===== config.mk =====
export PLATFORM = sky130hd
export DESIGN_NAME = mm_req_queue
export DESIGN_NICKNAME = d
export VERILOG_FILES = /design/src/rtl/mm_req_queue.sv
export SDC_FILE = /design/constraint.sdc
export NUM_CORES = 1
export LEC_CHECK = 0
export CORE_MARGIN = 3
export CORE_UTILIZATION = 53
export CTS_CLUSTER_DIAMETER = 50
export DETAILED_ROUTE_END_ITERATION = 8
export PLACE_DENSITY = 0.79
export SETUP_SLACK_MARGIN = 0.15
export SLEW_MARGIN = 20
export SYNTH_ARGS = -nofsm -noshare
export SYNTH_HDL_FRONTEND = slang
export SYNTH_SLANG_ARGS = --single-unit

===== constraint.sdc =====
create_clock -name wb_clk_i -period 4.17 [get_ports wb_clk_i]
set_clock_uncertainty 0.2 [all_clocks]
set_input_delay 0.417 -clock wb_clk_i [delete_from_list [all_inputs] [get_ports wb_clk_i]]
set_output_delay 0.417 -clock wb_clk_i [all_outputs]
set_load 0.05 [all_outputs]

===== src/rtl/mm_req_queue.sv =====
// Request FIFO between the DMA Wishbone front end and the SDRAM controller.
// Issues one request every third cycle at most and forwards read data in order.
module mm_req_queue #(
    parameter int DEPTH  = 4,
    parameter int RD_MAX = 4
) (
    input  logic        wb_clk_i,
    input  logic        wb_rst_i,
    input  logic        up_in_valid,
    input  logic        up_rw,
    input  logic [22:0] up_address,
    input  logic [31:0] up_wdata,
    output logic        up_busy,
    output logic [31:0] up_rdata,
    output logic        up_out_valid,
    output logic        ctrl_in_valid,
    output logic        ctrl_rw,
    output logic [22:0] ctrl_addr,
    output logic [31:0] ctrl_wdata,
    input  logic        ctrl_busy,
    input  logic [31:0] ctrl_rdata,
    input  logic        ctrl_out_valid,
    output logic        rd_underflow
);

    localparam int PW = (DEPTH > 1) ? $clog2(DEPTH) : 1;
    localparam int CW = $clog2(DEPTH + 1);
    localparam int RW = $clog2(RD_MAX + 1);

    localparam logic [1:0] S_IDLE  = 2'd0;
    localparam logic [1:0] S_ISSUE = 2'd1;
    localparam logic [1:0] S_GAP   = 2'd2;

    logic [1:0]    state;
    logic [55:0]   mem [DEPTH];
    logic [PW-1:0] wr_ptr;
    logic [PW-1:0] rd_ptr;
    logic [CW-1:0] count;
    logic [CW-1:0] count_nxt;
    logic [RW-1:0] rd_out;
    logic [RW-1:0] rd_out_nxt;

    logic        head_rw;
    logic [22:0] head_addr;
    logic [31:0] head_wdata;
    logic        push;
    logic        go;
    logic        rd_inc;
    logic        rd_dec;

    assign {head_rw, head_addr, head_wdata} = mem[rd_ptr];

    assign push = up_in_valid && !up_busy;
    // A read head waits while the outstanding-read budget is exhausted; writes never do.
    assign go = (state == S_IDLE) && (count != '0) && !ctrl_busy &&
                (head_rw || (rd_out != RW'(RD_MAX)));
    assign rd_inc = go && !head_rw;
    assign rd_dec = ctrl_out_valid && (rd_out != '0);

    always_comb begin
        count_nxt = count;
        case ({push, go})
            2'b10:   count_nxt = count + 1'b1;
            2'b01:   count_nxt = count - 1'b1;
            default: count_nxt = count;
        endcase
    end

    always_comb begin
        rd_out_nxt = rd_out;
        if (rd_inc && !ctrl_out_valid) begin
            rd_out_nxt = rd_out + 1'b1;
        end else if (!rd_inc && rd_dec) begin
            rd_out_nxt = rd_out - 1'b1;
        end
    end

    always_ff @(posedge wb_clk_i) begin
        if (push) begin
            mem[wr_ptr] <= {up_rw, up_address, up_wdata};
        end
    end

    always_ff @(posedge wb_clk_i) begin
        if (wb_rst_i) begin
            state         <= S_IDLE;
            wr_ptr        <= '0;
            rd_ptr        <= '0;
            count         <= '0;
            rd_out        <= '0;
            up_busy       <= 1'b0;
            up_out_valid  <= 1'b0;
            up_rdata      <= '0;
            ctrl_in_valid <= 1'b0;
            ctrl_rw       <= 1'b0;
            ctrl_addr     <= '0;
            ctrl_wdata    <= '0;
            rd_underflow  <= 1'b0;
        end else begin
            count   <= count_nxt;
            rd_out  <= rd_out_nxt;
            up_busy <= (count_nxt == CW'(DEPTH)) || (rd_out_nxt == RW'(RD_MAX));
            if (push) begin
                wr_ptr <= wr_ptr + 1'b1;
            end
            ctrl_in_valid <= go;
            case (state)
                S_IDLE: begin
                    if (go) begin
                        state      <= S_ISSUE;
                        rd_ptr     <= rd_ptr + 1'b1;
                        ctrl_rw    <= head_rw;
                        ctrl_addr  <= head_addr;
                        ctrl_wdata <= head_wdata;
                    end
                end
                S_ISSUE: state <= S_GAP;
                default: state <= S_IDLE;
            endcase
            up_out_valid <= ctrl_out_valid;
            if (ctrl_out_valid) begin
                up_rdata <= ctrl_rdata;
                if (rd_out == '0) begin
                    rd_underflow <= 1'b1;
                end
            end
        end
    end

endmodule


==> impl_metrics.json, run 1 <==
{
  "status": "finished clean",
  "area_delta_synth_final_pct": 26.77,
  "synthFlopType": "edfxtp_1",
  "post_cts_resized": 0,
  "met1_usage_pct": 25.60,
  "leakage_nw": 5.117,
  "dr.pass1.iters": 4,
  "finalNetCount": 1024,
  "synth.distinct_cells": 35,
  "p_per_area_mw_per_mm2": 615.2,
  "gr-total-overflow": 0,
  "antennaDiodeCount": 0,
  "htreeDepth": 2,
  "vias": 6709,
  "tns_ns": 0,
  "cts_hold_buf": 0,
  "p_total_mw": 9.312,
  "die-area_mm2": 0.02437,
  "max_freq_mhz": 310.6,
  "synth_seq_area_share_pct": 74.11,
  "vias_per_cell": 5.463,
  "yosys_warnings": 0,
  "worst-path-max-fanout": 21,
  "antenna_found_initial": 1,
  "min_path_type": "in -> reg",
  "synth-edff-count": 224,
  "grt_pass1_wl_um": 37780,
  "clk_path_buf_depth": 3,
  "fin_cells": 1228,
  "io_buffers": 184,
  "placed_cells": 1165,
  "fp.coreArea_mm2": 0.02196,
  "start_util_pct": 54.38,
  "ys_seq_elements": 330,
  "std_cell_rows": 54,
  "cap_violations": 0,
  "worstMarginPinSlew_ns": 0.8838,
  "critPathRequiredTime_ns": 4.35,
  "grt_max_degree": 105,
  "grt_pass1_vias": 7098,
  "cts_root_buffer": "clkbuf_16",
  "async_flop_share_pct": 0,
  "drive_above_1_share_pct": 13.29,
  "cts_tree": "built",
  "worstPathArrival_ns": 3.40,
  "final_max_slew_viol_count": 0,
  "setup_violations": 0,
  "track_usage_pct": 19.72,
  "worstSetupPathType": "reg -> reg",
  "syn-num-nets": 837,
  "drtIter0Drc": 428,
  "n_fill_cell": 1488,
  "multi_input_area_mm2": 0.002898,
  "hold_viol": 0,
  "final_antenna_net_count": 0,
  "met3_usage_pct": 4.827,
  "avgSynthCellArea_um2": 16.25,
  "routedWlPerCell_um": 19.08,
  "relSlewSlack_pct": 41.08,
  "ios": 185,
  "met2_usage_pct": 33.65,
  "place.gp.congestion": 0.7109,
  "busiest_layer": "met2",
  "syn_inst": 735,
  "postRouteWirelength_um": 23430,
  "period_share_pct": 77.20,
  "min_period_ns": 3.219,
  "fp.dieH_um": 156.1,
  "drc": 0,
  "end_kind": "flop",
  "clkLatencyLatePin_ns": 0.49,
  "synth_area_mm2": 0.01194,
  "clock-sinks": 330,
  "start_kind": "flop",
  "power.ir.vdd_worst_uv": 342.3,
  "cts_made_buffers": 35,
  "dpl.hpwl_um": 13750,
  "seqCellArea_mm2": 0.008853,
  "path_clk_slew_ns": 0.06,
  "die_w_um": 156.1,
  "post-cts-setup-buffer-count": 0,
  "rsz0062_at_grt": "no",
  "whs_ns": 0.1296
}
[final cells by class]
cell class	instances	share of cell area, %
flip-flops and latches	330	58.49
clock inverters	15	0.5951
well taps	280	2.314
clock buffers	48	6.662
repair buffers	190	12.52
inverters	11	0.2728
multi-input cells	354	19.14
[synth_stat cells, drive strengths merged (5+ instances only)]
master  count  area [um^2]
nand2     115        431.7
mux4       56         1261
inv        11        41.29
edfxtp    224         6726
dfxtp     106         2122
buf        11        52.55
a21oi      60        300.3
mux2i      32        320.3
and2        5        31.28
clkbuf     29        108.9
nor2       43        161.4
ha          8        100.1
[metal layers]
layer	vias to the layer above	share of wire, %
met3	33	6.8
met5	-	0.085
met2	223	50
li1	3113	-
met1	3338	41
met4	2	1.8
[cells in the final DEF, fill, tap and decap left out, types with 2 or more instances in the layout]
cell,n
dfxtp_1,104
clkinv_2,7
inv_1,10
xor2_1,3
clkbuf_1,8
nand3b_1,2
buf_4,5
mux4_2,56
and2_4,3
clkinvlp_4,2
a31oi_1,2
clkinv_4,2
nor2_1,43
edfxtp_1,224
clkbuf_8,2
mux2i_1,32
clkbuf_16,38
xnor2_1,4
clkinv_1,2
nor3_1,3
a21oi_1,60
nand2_1,115
or3_1,3
nor2b_1,4
ha_1,8
clkdlybuf4s50_1,182
[kinds of logic after synthesis]
kind of cell | Yosys count | share of synthesized area, %
muxes | 89 | 13.34
and+or+nand+nor | 180 | 6.182
buffers and inverters | 51 | 1.698
DFF | 330 | 74.11
xor gates and xnor gates | 7 | 0.5135
AOI/OAI and AO/OA | 69 | 3.154
adders and majority gates | 9 | 1.006
[critical path: stages, from the launching register on]
cell,delay (ns)
dfxtp_4,0.62
mux4_2,0.63
o211ai_1,0.29
inv_2,0.06
ha_1,0.20
inv_1,0.08
fa_1,0.41
nor2b_1,0.15
mux2_2,0.26
a32o_1,0.20
[state kept, by name (all words and copies together) (netlist names), named ones only]
register and cells:
count 3, ctrl_addr 23, ctrl_in_valid 1, ctrl_rw 1
ctrl_wdata 32, mem 224, rd_out 3, rd_ptr 2
rd_underflow 1, state 2, up_busy 1, up_out_valid 1
up_rdata 32, wr_ptr 2
[power breakdown]
part           switching [mW]  total (mW)  internal, mW
sequential              0.192        4.11          3.91
clock                    1.18        2.89          1.70
combinational            1.45        2.32         0.867
total                    2.83        9.31          6.49
[metrics by stage]
stage,setup WS [ns],util [%],cell area (um^2)
after floorplan,1.114,-,11940
after global placement,0.9974,63.91,14030
after detailed placement,0.9637,63.91,14030
after CTS,0.9173,68.92,15130
after global routing,0.7685,68.93,15140
final,0.9509,68.93,15140
[final timing paths]
kind	depth (start not counted)	startpoint	slack [ns]	to
setup / recovery	9	flop	0.95	up_busy
hold / removal	3	ctrl_out_valid	0.13	up_rdata[3]
setup reg to reg	9	flop	0.95	up_busy
hold reg to reg	2	ctrl_addr[5]	0.25	ctrl_addr[5]
No activity file was read; power rests on OpenSTA's default activity.
==> run 2, diff against run 1 <==
==> constraint.sdc (replaced) <==
create_clock -name wb_clk_i -period 3.35 [get_ports wb_clk_i]
set_clock_uncertainty 0.2 [all_clocks]
set_input_delay 0.335 -clock wb_clk_i [delete_from_list [all_inputs] [get_ports wb_clk_i]]
set_output_delay 0.335 -clock wb_clk_i [all_outputs]
set_load 0.05 [all_outputs]
==> run 2 against run 1 <==
  * Die area is the same
  * Global-route usage is 0.35 points higher
  * Critical path depth did not move
  * Largest power group unchanged
==> impl_metrics.json, run 2 (same netlist as run 1, synthesis figures left out) <==
{
  "internal_power_mw": 8.481,
  "largest-register": "mem",
  "critPathRequiredTime_ns": 3.55,
  "hold_viol": 0,
  "track_usage_pct": 20.07,
  "vias": 6800,
  "drc": 0,
  "cts_tree": "built",
  "p_per_area_mw_per_mm2": 785.3,
  "multi_input_area_mm2": 0.002898,
  "dpl.hpwl_um": 14410,
  "crit_chain": "mux4_2 -> o211ai_1 -> inv_2 -> ha_1 -> inv_1 -> fa_1 -> nor2b_1 -> mux2_2 -> a32o_1",
  "finalNetCount": 1035,
  "clk_path_buf_depth": 3,
  "pwr-share-clk_pct": 33.3,
  "antenna_found_initial": 2,
  "die_w_um": 156.1,
  "final_antenna_net_count": 0,
  "fin_cells": 1240,
  "clkLatencyLatePin_ns": 0.51,
  "r2r_slack_ns": 0.50,
  "end_kind": "flop",
  "grt_max_degree": 65,
  "final_common_cell": "edfxtp_1",
  "cts_root_buffer": "clkbuf_16",
  "gr-total-overflow": 0,
  "post_cts_resized": 0,
  "antennaDiodeCount": 0,
  "leakage_nw": 5.236,
  "seqCellArea_mm2": 0.008853,
  "clock-sinks": 330,
  "regToRegStartpoint": "mem[2][55]",
  "place.gp.congestion": 0.7361,
  "die-area_mm2": 0.02437,
  "cap_violations": 0,
  "relSlewSlack_pct": 45.65,
  "path_clk_slew_ns": 0.06,
  "status": "finished clean",
  "start_util_pct": 54.38,
  "top_regs": "mem x224, ctrl_wdata x32, up_rdata x32",
  "worstPathArrival_ns": 3.05,
  "endpoint": "up_busy",
  "area_delta_synth_final_pct": 28.80,
  "switching_share_pct": 29.77,
  "postRouteWirelength_um": 24230,
  "rsz0062_at_grt": "no",
  "comb_power_share_pct": 24.5,
  "start_kind": "flop",
  "worstSetupPathType": "reg -> reg",
  "grt_pass1_vias": 7143,
  "dpl_cell_area_mm2": 0.01414,
  "dr.pass1.iters": 5,
  "vias_per_cell": 5.484,
  "cts_made_buffers": 36,
  "min_period_ns": 2.849,
  "tns_ns": 0,
  "power.ir.vdd_worst_uv": 460.2,
  "critPathSlowestCell": "mux4_2",
  "min_path_type": "in -> reg",
  "fp.dieH_um": 156.1,
  "startpoint": "mem[2][55]",
  "p_sw_mw": 3.596,
  "layout_common_cells": "edfxtp_1, clkdlybuf4s50_1, nand2_1, dfxtp_1, a21oi_1",
  "setup_violations": 0,
  "drtIter0Drc": 381,
  "htreeDepth": 2,
  "p_total_mw": 12.08,
  "routedWlPerCell_um": 19.54,
  "n_fill_cell": 1428,
  "std_cell_rows": 54,
  "drive_above_1_share_pct": 14.27,
  "worstMarginPinSlew_ns": 0.8152,
  "final_area_mm2": 0.01538,
  "period_share_pct": 85.04,
  "p_seq_share_pct": 42.1,
  "fp.coreArea_mm2": 0.02196,
  "io_buffers": 184,
  "grt_pass1_wl_um": 38140,
  "final_max_slew_viol_count": 0,
  "r2r-end": "up_busy",
  "placed_cells": 1174,
  "max_freq_mhz": 351.0,
  "slowest_delay_ns": 0.54,
  "ios": 185,
  "worst_r2r_path_depth": 9,
  "worst-path-max-fanout": 4,
  "largest_reg_flops": 224
}
-- run 2: changes by cell type in the layout (fill, tap and decap cells not counted), moves of 2 or more --
cell	change
buf_4	+7
bufinv_16	+5
buf_12	+3
clkinv_2	-3
inv_6	+3
clkbuf_1	+2
clkinv_1	-2
clkinv_4	-2
-- run 2: final cells by class --
cell class | instances | area share (%)
Sequential cell | 330 | 57.57
Multi-Input combinational cell | 354 | 18.84
Timing Repair Buffer | 200 | 13.05
Clock buffer | 50 | 6.533
Tap cell | 280 | 2.278
Clock inverter | 15 | 1.456
Inverter | 11 | 0.2685
-- run 2: layer usage --
layer	routed length [um]	share of wire, %	track usage [%]
met3	1813	7.5	5.187
met4	582	2.4	5.752
met2	12060	50	34.62
met5	27	0.11	0
met1	9747	40	25.38
-- run 2: stage by stage --
step           hold WS (ns)  setup WS (ns)  util (%)
4_1_cts              0.1775         0.4926     70.03
3_5_place_dp         0.2374         0.5001     64.39
5_1_grt              0.2024         0.3888     70.03
2_1_floorplan        0.2159         0.2942         -
3_3_place_gp         0.2269         0.5579     64.39
6_report             0.1686         0.5011     70.03
-- run 2: power by group through the flow --
stage	Sequential [mW]	Clock (mW)	Combinational [mW]
finish	5.09	4.03	2.96
global route	5.14	4.29	3.17
CTS	5.09	4.12	3.00
detailed placement	5.17	0	2.98
global placement	5.15	0	2.95
floorplan	5.95	0	1.19
-- run 2: worst min-delay path by stage --
stage	start	to	depth (start not counted)
after global placement	state[1]	state[1]	1
after floorplan	wb_rst_i	count[2]	1
after detailed placement	state[1]	state[1]	1
after CTS	wb_rst_i	up_rdata[31]	2
after global routing	wb_rst_i	rd_ptr[0]	2
final	wb_rst_i	up_rdata[31]	2
-- run 2: worst max-delay path: cells and delay by family, from the launching register on --
family,cells,cell delay (ns)
fa+ha+maj,2,0.60
compound gates,2,0.47
buf+inv,2,0.14
flops,1,0.39
mux,2,0.80
simple gates,1,0.15
-- run 2: repair_timing --
action | 4_1_cts | 5_1_grt
hold buffers | 1 | 0
buffers inserted | 0 | 0
hold endpoints to repair | 1 | 0
==> run 3, diff against run 2 <==
--- a/config.mk
+++ b/config.mk
@@ -9,7 +9,7 @@
 export CORE_UTILIZATION = 53
 export CTS_CLUSTER_DIAMETER = 50
 export DETAILED_ROUTE_END_ITERATION = 8
-export PLACE_DENSITY = 0.79
+export PLACE_DENSITY = 0.88
 export SETUP_SLACK_MARGIN = 0.15
 export SLEW_MARGIN = 20
 export SYNTH_ARGS = -nofsm -noshare
==> run 3 against run 2 <==
  * Final area fell by 0.34%
  * Sequential power barely moved
  * Setup slack improved by 0.012 ns
  * Routed wire length rose by 2.6%
  * Clock power fell by 5.2%
  * Total power fell by 1.5%
  * Hold slack improved by 0.062 ns
  * Non-clock buffer count did not move
  * Largest cell class unchanged
  * Largest power group unchanged
  * Highest routed layer unchanged
==> impl_metrics.json, run 3 (same netlist as run 1, synthesis figures left out) <==
{
  "switching_share_pct": 30.74,
  "crit_buf_inv": 2,
  "cap_violations": 0,
  "post-cts-setup-buffer-count": 0,
  "internal_power_mw": 8.235,
  "layout_common_cells": "edfxtp_1, clkdlybuf4s50_1, nand2_1, dfxtp_1, a21oi_1",
  "routedWlPerCell_um": 20.00,
  "die-area_mm2": 0.02437,
  "slowest_delay_ns": 0.55,
  "fp.coreArea_mm2": 0.02196,
  "htreeDepth": 2,
  "n_fill_cell": 1353,
  "drive_above_1_share_pct": 14.12,
  "postRouteWirelength_um": 24860,
  "cts_root_buffer": "clkbuf_16",
  "critical_path.top_delay_family": "multiplexers",
  "area_delta_synth_final_pct": 28.36,
  "cts_tree": "built",
  "path_clk_slew_ns": 0.06,
  "io_buffers": 184,
  "pwr-share-clk_pct": 32.2,
  "crit_chain": "mux4_2 -> o211ai_1 -> inv_2 -> ha_1 -> inv_1 -> fa_1 -> nor2b_1 -> mux2_2 -> a32o_1",
  "antennaDiodeCount": 0,
  "min_path_type": "in -> reg",
  "grt_max_degree": 78,
  "relSlewSlack_pct": 41.24,
  "track_usage_pct": 20.57,
  "worstPathArrival_ns": 3.02,
  "die_w_um": 156.1,
  "finalNetCount": 1036,
  "clk_path_buf_depth": 3,
  "final_common_cell": "edfxtp_1",
  "antenna_found_initial": 1,
  "comb_power_share_pct": 25.1,
  "critPathSlowestCell": "mux4_2",
  "seqCellArea_mm2": 0.008853,
  "power.ir.vdd_worst_uv": 575.5,
  "clock-sinks": 330,
  "worstSetupPathType": "reg -> reg",
  "vias": 6796,
  "vias_per_cell": 5.467,
  "placed_cells": 1174,
  "final_antenna_net_count": 0,
  "clkLatencyLatePin_ns": 0.51,
  "drtIter0Drc": 448,
  "fp.dieH_um": 156.1,
  "multi_input_area_mm2": 0.002899,
  "ios": 185,
  "largest_reg_flops": 224,
  "tns_ns": 0,
  "dr.pass1.iters": 6,
  "min_period_ns": 2.837,
  "utilization_pct": 69.79,
  "p_seq_share_pct": 42.8,
  "post_cts_resized": 0,
  "largest-register": "mem",
  "drc": 0,
  "start_util_pct": 54.38,
  "grt_pass1_vias": 7200,
  "leakage_nw": 5.204,
  "period_share_pct": 84.69,
  "gr-total-overflow": 0,
  "max_freq_mhz": 352.5,
  "dpl.hpwl_um": 14780,
  "cts_made_buffers": 37,
  "p_sw_mw": 3.655,
  "cts_hold_buf": 1,
  "critPathRequiredTime_ns": 3.54,
  "rsz0062_at_grt": "no",
  "start_kind": "flop",
  "worstMarginPinSlew_ns": 0.8815,
  "hold_viol": 0,
  "status": "finished clean",
  "final_max_slew_viol_count": 0,
  "top_regs": "mem x224, ctrl_wdata x32, up_rdata x32",
  "end_kind": "flop",
  "p_per_area_mw_per_mm2": 775.8,
  "place.gp.congestion": 0.7232,
  "fin_cells": 1243,
  "worst-path-max-fanout": 4,
  "std_cell_rows": 54,
  "grt_pass1_wl_um": 38960,
  "setup_violations": 0
}
==> run 3: worst paths after layout <==
check | from | to | slack [ns] | cells after the start
max | flop | up_busy | 0.51 | 9
min | wb_rst_i | up_rdata[30] | 0.23 | 2
max reg2reg | flop | up_busy | 0.51 | 9
min reg2reg | state[1] | state[1] | 0.25 | 1
==> run 3: metrics by stage <==
step / hold WS [ns] / cell area [um^2] / power [mW] / worst slack, ns
2_1_floorplan: 0.2159 / 11940 / 7.142 / 0.2942
3_3_place_gp: 0.2341 / 14140 / 8.091 / 0.5663
3_5_place_dp: 0.2437 / 14140 / 8.170 / 0.5374
4_1_cts: 0.2290 / 15330 / 12.01 / 0.5195
5_1_grt: 0.2531 / 15330 / 12.41 / 0.4516
6_report: 0.2306 / 15330 / 11.89 / 0.5129
==> run 3: area by class of cell <==
cell class              count  share of cell area (%)
clock buffers              50                   6.703
clock inverters            18                  0.9633
repair buffers            200                   13.09
flip-flops and latches    330                   57.77
multi-input cells         354                   18.92
well taps                 280                   2.286
inverters                  11                  0.2694
==> run 3: per-layer routing <==
metal,GRT usage [%],vias up,wire length [um]
met2,35.44,248,12490
li1,-,3139,-
met4,6.669,2,474
met5,0,-,13
met3,4.605,39,1844
met1,26.20,3368,10030
==> run 3: power groups by stage <==
stage | clock (mW) | combinational (mW) | sequential (mW)
2_1_floorplan | 0 | 1.19 | 5.95
3_3_place_gp | 0 | 2.95 | 5.14
3_5_place_dp | 0 | 3.00 | 5.17
4_1_cts | 3.89 | 3.02 | 5.09
5_1_grt | 4.08 | 3.19 | 5.14
6_report | 3.82 | 2.98 | 5.09
